<file path="src/rtl/uart_rx_param_if.sv">
// Output bus of the UART receiver: received word, its error flags and the
// overrun pulse, plus the consumer's ready.
//
// Handshake: the receiver raises rx_valid with rx_data/frame_err/parity_err
// and holds all three stable until a cycle where rx_valid & rx_ready are both
// high; the word is taken on that edge and rx_valid falls. rx_ready has no
// meaning while rx_valid is low. overrun is a standalone one-cycle pulse and
// is not qualified by rx_valid.
interface uart_rx_param_if #(
    parameter int DATA_BITS = 8
);
    logic [DATA_BITS-1:0] rx_data;
    logic                 rx_valid;
    logic                 rx_ready;
    logic                 frame_err;
    logic                 parity_err;
    logic                 overrun;

    modport master (
        output rx_data, rx_valid, frame_err, parity_err, overrun,
        input  rx_ready
    );

    modport slave (
        input  rx_data, rx_valid, frame_err, parity_err, overrun,
        output rx_ready
    );
endinterface

</file>
<file path="src/rtl/uart_rx_param.sv">
// Parametrised UART receiver: 2-FF synchroniser, mid-bit sampling,
// configurable data/parity/stop format, false-start rejection and a
// valid/ready output with framing, parity and overrun reporting.
module uart_rx_param #(
    parameter int CLKS_PER_BIT = 1085,
    parameter int DATA_BITS    = 8,
    parameter int PARITY_MODE  = 0,
    parameter int STOP_BITS    = 1
) (
    input  logic            clk,
    input  logic            rst,
    input  logic            rxd,
    uart_rx_param_if.master bus,
    output logic            busy,
    output logic [2:0]      state_dbg
);

    localparam int CW = $clog2(CLKS_PER_BIT);
    localparam logic [CW-1:0] CNT_LAST  = CW'(CLKS_PER_BIT - 1);
    localparam logic [CW-1:0] CNT_HALF  = CW'(CLKS_PER_BIT / 2 - 1);
    localparam logic [3:0]    LAST_DATA = 4'(DATA_BITS - 1);
    localparam logic [3:0]    LAST_STOP = 4'(STOP_BITS - 1);

    typedef enum logic [2:0] {
        S_IDLE   = 3'd0,
        S_START  = 3'd1,
        S_DATA   = 3'd2,
        S_PARITY = 3'd3,
        S_STOP   = 3'd4,
        S_BREAK  = 3'd5
    } state_t;

    state_t               state;
    state_t               next_state;
    logic                 sync1;
    logic                 rxs;
    logic [CW-1:0]        cnt;
    logic [3:0]           bit_idx;
    logic [DATA_BITS-1:0] shift;
    logic                 perr;
    logic                 ferr;
    logic                 cnt_last;
    logic                 data_smp;
    logic                 par_smp;
    logic                 stop_smp;
    logic                 commit;

    logic [DATA_BITS-1:0] rx_data_q;
    logic                 rx_valid_q;
    logic                 frame_err_q;
    logic                 parity_err_q;
    logic                 overrun_q;

    assign cnt_last = (cnt == CNT_LAST);

    // Two-flop synchroniser; resets to the idle (high) line level.
    always_ff @(posedge clk) begin
        if (!rst) begin
            sync1 <= 1'b1;
            rxs   <= 1'b1;
        end else begin
            sync1 <= rxd;
            rxs   <= sync1;
        end
    end

    // State register.
    always_ff @(posedge clk) begin
        if (!rst) begin
            state <= S_IDLE;
        end else begin
            state <= next_state;
        end
    end

    // Next-state logic; every decision is taken on the synchronised line.
    always_comb begin
        next_state = state;
        case (state)
            S_IDLE: begin
                if (!rxs) next_state = S_START;
            end
            S_START: begin
                // A line that is high again at mid start bit was a glitch.
                if (cnt == CNT_HALF) next_state = rxs ? S_IDLE : S_DATA;
            end
            S_DATA: begin
                if (cnt_last && bit_idx == LAST_DATA)
                    next_state = (PARITY_MODE != 0) ? S_PARITY : S_STOP;
            end
            S_PARITY: begin
                if (cnt_last) next_state = S_STOP;
            end
            S_STOP: begin
                // A bad stop bit may be a break; wait for the line to recover.
                if (cnt_last && bit_idx == LAST_STOP)
                    next_state = (ferr || !rxs) ? S_BREAK : S_IDLE;
            end
            S_BREAK: begin
                if (rxs) next_state = S_IDLE;
            end
            default: next_state = S_IDLE;
        endcase
    end

    // State-decoded outputs and sample strobes.
    always_comb begin
        busy      = (state != S_IDLE);
        state_dbg = state;
        data_smp  = (state == S_DATA)   && cnt_last;
        par_smp   = (state == S_PARITY) && cnt_last;
        stop_smp  = (state == S_STOP)   && cnt_last;
        commit    = stop_smp && (bit_idx == LAST_STOP);
    end

    // Bit-period counter and bit index; both restart on every state entry.
    always_ff @(posedge clk) begin
        if (!rst) begin
            cnt     <= '0;
            bit_idx <= '0;
        end else if (next_state != state) begin
            cnt     <= '0;
            bit_idx <= '0;
        end else if (state == S_IDLE || state == S_BREAK) begin
            cnt <= '0;
        end else if (cnt_last) begin
            cnt <= '0;
            if (data_smp || stop_smp) bit_idx <= bit_idx + 4'd1;
        end else begin
            cnt <= cnt + 1'b1;
        end
    end

    // Frame datapath: LSB-first shift register plus parity/framing flags,
    // cleared while idle so each frame starts clean.
    always_ff @(posedge clk) begin
        if (!rst) begin
            shift <= '0;
            perr  <= 1'b0;
            ferr  <= 1'b0;
        end else begin
            if (state == S_IDLE) begin
                perr <= 1'b0;
                ferr <= 1'b0;
            end
            if (data_smp) shift <= {rxs, shift[DATA_BITS-1:1]};
            if (par_smp) begin
                if (PARITY_MODE == 1) perr <= ~(^shift ^ rxs);
                else                  perr <=  (^shift ^ rxs);
            end
            if (stop_smp && !rxs) ferr <= 1'b1;
        end
    end

    // Output register: present a new word at commit unless the previous one
    // is still waiting, in which case drop the new one and flag overrun.
    always_ff @(posedge clk) begin
        if (!rst) begin
            rx_data_q    <= '0;
            rx_valid_q   <= 1'b0;
            frame_err_q  <= 1'b0;
            parity_err_q <= 1'b0;
            overrun_q    <= 1'b0;
        end else begin
            overrun_q <= 1'b0;
            if (rx_valid_q && bus.rx_ready) rx_valid_q <= 1'b0;
            if (commit) begin
                if (!rx_valid_q || bus.rx_ready) begin
                    rx_data_q    <= shift;
                    frame_err_q  <= ferr | ~rxs;
                    parity_err_q <= perr;
                    rx_valid_q   <= 1'b1;
                end else begin
                    overrun_q <= 1'b1;
                end
            end
        end
    end

    assign bus.rx_data    = rx_data_q;
    assign bus.rx_valid   = rx_valid_q;
    assign bus.frame_err  = frame_err_q;
    assign bus.parity_err = parity_err_q;
    assign bus.overrun    = overrun_q;

endmodule

</file>
<file path="src/flat_wrapper.sv">
// flat-port wrapper written by rule: the top's interface ports become plain ports
module uart_rx_param_flat 
#(
    parameter int CLKS_PER_BIT = 1085,
    parameter int DATA_BITS    = 8,
    parameter int PARITY_MODE  = 0,
    parameter int STOP_BITS    = 1
)
  (clk, rst, rxd, busy, state_dbg, bus_rx_data, bus_rx_valid, bus_frame_err, bus_parity_err, bus_overrun, bus_rx_ready);
  uart_rx_param_if #(.DATA_BITS(DATA_BITS)) bus_i ();
  input  logic clk;
  input  logic rst;
  input  logic rxd;
  output logic busy;
  output logic [2:0] state_dbg;
  output wire logic [$bits(bus_i.rx_data)-1:0] bus_rx_data;
  output wire logic [$bits(bus_i.rx_valid)-1:0] bus_rx_valid;
  output wire logic [$bits(bus_i.frame_err)-1:0] bus_frame_err;
  output wire logic [$bits(bus_i.parity_err)-1:0] bus_parity_err;
  output wire logic [$bits(bus_i.overrun)-1:0] bus_overrun;
  input wire logic [$bits(bus_i.rx_ready)-1:0] bus_rx_ready;
  assign bus_rx_data = bus_i.rx_data;
  assign bus_rx_valid = bus_i.rx_valid;
  assign bus_frame_err = bus_i.frame_err;
  assign bus_parity_err = bus_i.parity_err;
  assign bus_overrun = bus_i.overrun;
  assign bus_i.rx_ready = bus_rx_ready;
  uart_rx_param #(.CLKS_PER_BIT(CLKS_PER_BIT), .DATA_BITS(DATA_BITS), .PARITY_MODE(PARITY_MODE), .STOP_BITS(STOP_BITS)) u_core (.clk(clk), .rst(rst), .rxd(rxd), .bus(bus_i), .busy(busy), .state_dbg(state_dbg));
endmodule
</file>
<file path="config.mk">
export PLATFORM = sky130hd
export DESIGN_NAME = uart_rx_param_flat
export DESIGN_NICKNAME = d
export VERILOG_FILES = /design/src/rtl/uart_rx_param_if.sv /design/src/rtl/uart_rx_param.sv /design/src/flat_wrapper.sv
export SDC_FILE = /design/constraint.sdc
export NUM_CORES = 1
export LEC_CHECK = 0
export CORE_UTILIZATION = 51
export CTS_CLUSTER_DIAMETER = 120
export DETAILED_ROUTE_END_ITERATION = 16
export PLACE_DENSITY = 0.86
export SLEW_MARGIN = 20
export SYNTH_ARGS = -nofsm -noshare
export SYNTH_HDL_FRONTEND = slang
export SYNTH_SLANG_ARGS = --single-unit
</file>
<file path="constraint.sdc">
create_clock -name clk -period 1.95 [get_ports clk]
set_input_delay 0.195 -clock clk [delete_from_list [all_inputs] [get_ports clk]]
set_output_delay 0.195 -clock clk [all_outputs]
set_load 0.02 [all_outputs]
</file>
# ---- After elaboration in Yosys (flattened, before gate mapping)
# Cells that the tools add are included.
dict set report totals {
  ff_bits 42
  inputBits 4
  word_cells 70
}
dict set report classes {
  bitwise 5
  eq_ne 9
  n_reduce_logical 25
  muxes 16
  addsub 2
}
# cell count
set op_table {}
lappend op_table {{$mux W3} 7}
lappend op_table {{$pmux W3 S6} 1}
lappend op_table {{$add A11 B1 Y11 const B} 1}
lappend op_table {{$eq A11 B10 Y1 const B} 1}
lappend op_table {{$eq A11 B11 Y1 const B} 1}
lappend op_table {{$logic_and A1 B1 Y1} 8}
lappend op_table {{$reduce_xor A8 Y1} 1}
lappend op_table {{$mux W1} 7}
lappend op_table {{$eq A3 B2 Y1 const B} 2}
lappend op_table {{$eq A3 B3 Y1 const B} 2}
lappend op_table {{$add A4 B1 Y4 const B} 1}
lappend op_table {{$eq A4 B3 Y1 const B} 1}
lappend op_table {{$logic_not A4 Y1} 1}
lappend op_table {{$logic_or A1 B1 Y1} 4}
lappend op_table {{$reduce_and A2 Y1} 2}
lappend op_table {{$reduce_bool A2 Y1} 2}
lappend op_table {{$reduce_or A4 Y1} 1}
lappend op_table {{$eq A3 B1 Y1 const B} 1}
lappend op_table {{$logic_not A3 Y1} 1}
lappend op_table {{$ne A3 B3 Y1} 1}
lappend op_table {{$not A1 Y1} 3}
lappend op_table {{$reduce_and A3 Y1} 1}
lappend op_table {{$reduce_bool A3 Y1} 1}
lappend op_table {{$logic_not A1 Y1} 2}
lappend op_table {{other kinds (4)} 4}

# ---- Longest topological paths before layout
dict set report logic_depth {
  depth_word 7
  depth_mapped 8
  mapped_depth_nobuf 7
}

# ---- Worst setup path before layout
# OpenSTA, ideal clock, no wires.
dict set report synth_timing {
  path_kind {register to register}
  from {register u_core.cnt[0]}
  to {register u_core.bit_idx[0]}
  slack_ps 71
  path_buffers 1
  synth_period_minus_slack_ps 1879
  setup_time_ps 128
  arrival_ps 1750
  path_stages_with_launch 8
  required_ps 1822
  path_cell_list {dfxtp_1 -> ha_1 -> nand4bb_1 -> o311a_4 -> a211oi_4 -> mux2i_1 -> buf_6 -> nor3_2}
}
dict set report synth_via {
  elab_chain_len 6
  elab_cells_between_ends 15
  cone_classes {eq/ne (3); mux (5); reduce/logical (7)}
}
# element line_no
set synth_rtl {}
lappend synth_rtl {{from (decl)} uart_rx_param.sv:37} ;# logic [CW-1:0] cnt;
lappend synth_rtl {{from (signal assigned)} uart_rx_param.sv:130} ;# cnt <= cnt + 1'b1;
lappend synth_rtl {{$eq A11 B11 Y1} uart_rx_param.sv:54} ;# assign cnt_last = (cnt == CNT_LAST);
lappend synth_rtl {{$logic_and A1 B1 Y1, on equally long branches} {uart_rx_param.sv:96, uart_rx_param.sv:88}}
lappend synth_rtl {{$mux W3, on equally long branches} {uart_rx_param.sv:96, uart_rx_param.sv:88}}
lappend synth_rtl {{$pmux W3 S6} uart_rx_param.sv:79} ;# case (state)
lappend synth_rtl {{$ne A3 B3 Y1} uart_rx_param.sv:121} ;# end else if (next_state != state) begin
lappend synth_rtl {{$reduce_or A2 Y1 (no line)} --}
lappend synth_rtl {{to (signal assigned)} uart_rx_param.sv:128} ;# if (data_smp || stop_smp) bit_idx <= bit_idx + 4'd1;
lappend synth_rtl {{to (decl)} uart_rx_param.sv:38} ;# logic [3:0] bit_idx;
# Parallel ways exist; a longest one is shown, timed or not.
# A chain may end at the register's enable or synchronous reset.

# ---- Worst setup path after layout
dict set report layout_timing {
  from {register u_core.cnt[7]}
  to {register u_core.cnt[1]}
}
dict set report layout_via {
  elab_chain_len 6
  elab_cells_between_ends 11
  cone_classes {eq/ne (3); mux (5); reduce/logical (3)}
}
# element line_no
set layout_rtl {}
lappend layout_rtl {{$eq A11 B11 Y1} uart_rx_param.sv:54}
lappend layout_rtl {{$logic_and A1 B1 Y1, on equally long branches} {uart_rx_param.sv:96, uart_rx_param.sv:88}}
lappend layout_rtl {{$mux W3, on equally long branches} {uart_rx_param.sv:96, uart_rx_param.sv:88}}
lappend layout_rtl {{$pmux W3 S6} uart_rx_param.sv:79}
lappend layout_rtl {{$ne A3 B3 Y1} uart_rx_param.sv:121}
lappend layout_rtl {{$reduce_or A4 Y1 (no line) (*)} --}
# Mark *: on every way between the ends. The rest lies on a longest branch, timed or not.

==> metrics.txt <==
status=complete, but fails checks; failing checks=negative setup slack; synth top area cells=dfxtp_1, mux2i_1, xnor2_1; cell accounting for the most synthesized area=dfxtp_1; Power per Cell Area=637 nW/um2; vias in the first global route=1555; Clk Latency, worst-skew pair=300 ps; Slew HR=between 70% and 80%; FILL cells=293; # DRC=0; row cnt=23; Slew Limit Fails=0; crit path time final=1950 ps; initial antenna violation count=0; TritonCTS clock tree=built; Ys Warns=0; Initial Utilization=52.9%; max incr delay on CP=around 430 ps; # setup viols final=1; post-synth top area share=39.7%; # clock sinks=42; dpl hpwl=3.14 mm; Die Area=4410 um2; count of cell types in the netlist=47; Worst setup SP type=flip-flop; max_cap viols=0; number of synthesized flops with an enable pin=0; CTS root buf=clkbuf_8; Vias=1669; final worst slack=-2.17 ps; DR iter-0 viols=97; Port Buf Inserts=19; WL per Instance=between 10 and 15 um; total wire length=about 4.4 mm; Core Area=4000 um2; top post-synthesis cells by count=dfxtp_1, nor2_1, mux2i_1, xnor2_1, nor3_2; WP data required=about 2100 ps; area delta synth->final=23.2%; Die W=66.4 um; io pins=20; ys async rst share=0%; Inserted Diodes=0; Main synth FF type=dfxtp_1; pin count of the biggest net entering global routing=21; drt pass-1 iters=4; CP Class=reg -> reg; first-pass GRT wire length=7.11 mm; Tcrit/Tclk final=100%; FMAX=0.512 GHz; RSZ-0062 raised after global routing=yes; Syn Area/Cell=9.66 um2; Synth Register Bits=42; crit end category=flip-flop; H-tree depth=2; Reg clk slew, reported paths=80 ps; Fin Hold WS=about 420 ps; synthesized area=~2100 um2; synthesized instance count=219; Die H=66.4 um; Tightest Pin Transition=439 ps; Final #Nets=265; Final GP Congestion=0.882; leak pwr=1.07 nW; final hold viol count=0; CP max stage cell=or3_4; Seq/Total Area, Yosys=between 30% and 40%; Bufs on Longest Clock Path=2; crit path cell chain=or3_4, o311a_4, a211oi_4, mux2i_1, buf_6, nor3b_1; setup bufs post-CTS=0; Setup Skew=7.21 ps; global route overflow=0; most numerous cell in the Yosys netlist=dfxtp_1; syn nets=228; Final ANT Viol Nets=0; WP data arrival=2140 ps; TritonCTS buffer count=5; HP Class=reg -> reg; cts repair resizes=9; crit-path max FO=11; VDD IR-drop max=0.000428 V; gr usage total=21.7%; layout cell share with drive strength beyond 1=about a quarter; total power draw=1.66 mW; Post-CTS Hold Fix Bufs=0; Via-to-Cell Ratio=5.44
[layout make-up]
cell class / instances / area [um2] / share of cell area (%)
multi-input cells: 157 / 1180 / 45.1
flip-flops and latches: 42 / 850 / 32.6
repair buffers: 41 / 372 / 14.3
clock buffers: 5 / 68.8 / 2.64
well taps: 50 / 62.6 / 2.40
clock inverters: 3 / 45.0 / 1.73
inverters: 9 / 33.8 / 1.30
[state kept, by name, indices dropped and copies added, names as in the netlist]
register,count
u_core.bus.parity_err,1
u_core.bus.rx_valid,1
u_core.sync1,1
u_core.bus.overrun,1
u_core.shift,8
u_core.bus.rx_data,8
u_core.ferr,1
u_core.perr,1
u_core.rxs,1
u_core.bus.frame_err,1
u_core.cnt,11
u_core.state_dbg,3
u_core.bit_idx,4
[path summary, 6_finish.rpt]
path	to	from	slack, ps	depth (start not counted)
worst max-delay path	u_core.cnt[1]	u_core.cnt[7]	-2	6
worst max register to register	u_core.cnt[1]	u_core.cnt[7]	-2	6
worst min register to register	u_core.rxs	u_core.sync1	420	1
worst min-delay path	u_core.rxs	u_core.sync1	420	1
[report_power, final]
| part | leakage, nW | internal [mW] | switching, mW |
|---|---|---|---|
| clock network | 0.0504 | 0.381 | 0.310 |
| registers | 0.342 | 0.861 | 0.00542 |
| logic | 0.675 | 0.0456 | 0.0577 |
| total | 1.07 | 1.29 | 0.373 |
[logic make-up (layout without fill, tap and decap cells)]
group                    Yosys count  count (layout)  synth area share (%)
buffers and inverters             20              58                  4.91
XOR/XNOR                          22              22                  9.11
flip-flops                        42              42                  39.7
multiplexers                      19              19                  8.99
adder cells (fa/ha/maj)            5               5                  2.96
AO/OA/AOI/OAI                     21              21                  7.45
AND/OR/NAND/NOR                   90              90                  26.8
[per-layer routing]
metal  track usage [%]  vias to the layer above  wire length (um)
met3              4.83                       13               137
met1              26.4                      784              2020
li1                  -                      831                 -
met5                 0                        -                 0
met4              10.6                        0                91
met2              35.7                       41              2100
[critical path: cells and delay by family (launching register included)]
kind,cells,cell delay (ps)
compound gates,2,540
buf+inv,1,210
flops,1,340
mux,1,260
simple gates,2,500
[through the flow]
stage | TNS (ps) | std cells | area [um2] | utilization (%) | worst slack, ps
finish | -2.17 | 307 | 2610 | 65.2 | -2.17
global route | -680 | 307 | 2610 | 65.2 | -70.4
CTS | -10.4 | 307 | 2610 | 65.2 | -8.68
detailed placement | -610 | 299 | 2480 | 61.9 | -67.1
global placement | 0 | 299 | 2480 | 61.9 | 34.9
floorplan | 0 | 219 | 2120 | - | 71.5
[placed cells by master (no fill, tap or decap), types with 2 or more instances in the layout]
master / n
nand2_1: 8
nor3_1: 5
nand2b_1: 3
and3_1: 2
buf_4: 20
nand4_1: 4
xor2_1: 7
inv_1: 8
o21ai_0: 2
nand4bb_1: 2
nor3_2: 12
dfxtp_1: 35
nor2_1: 30
ha_1: 5
a31oi_1: 2
mux2i_1: 19
clkdlybuf4s50_1: 19
and2b_2: 2
nand3_1: 7
a21oi_1: 10
xnor2_1: 15
dfxtp_2: 7
clkinvlp_4: 2
clkbuf_8: 5
Power figures use the tool's default switching activity.
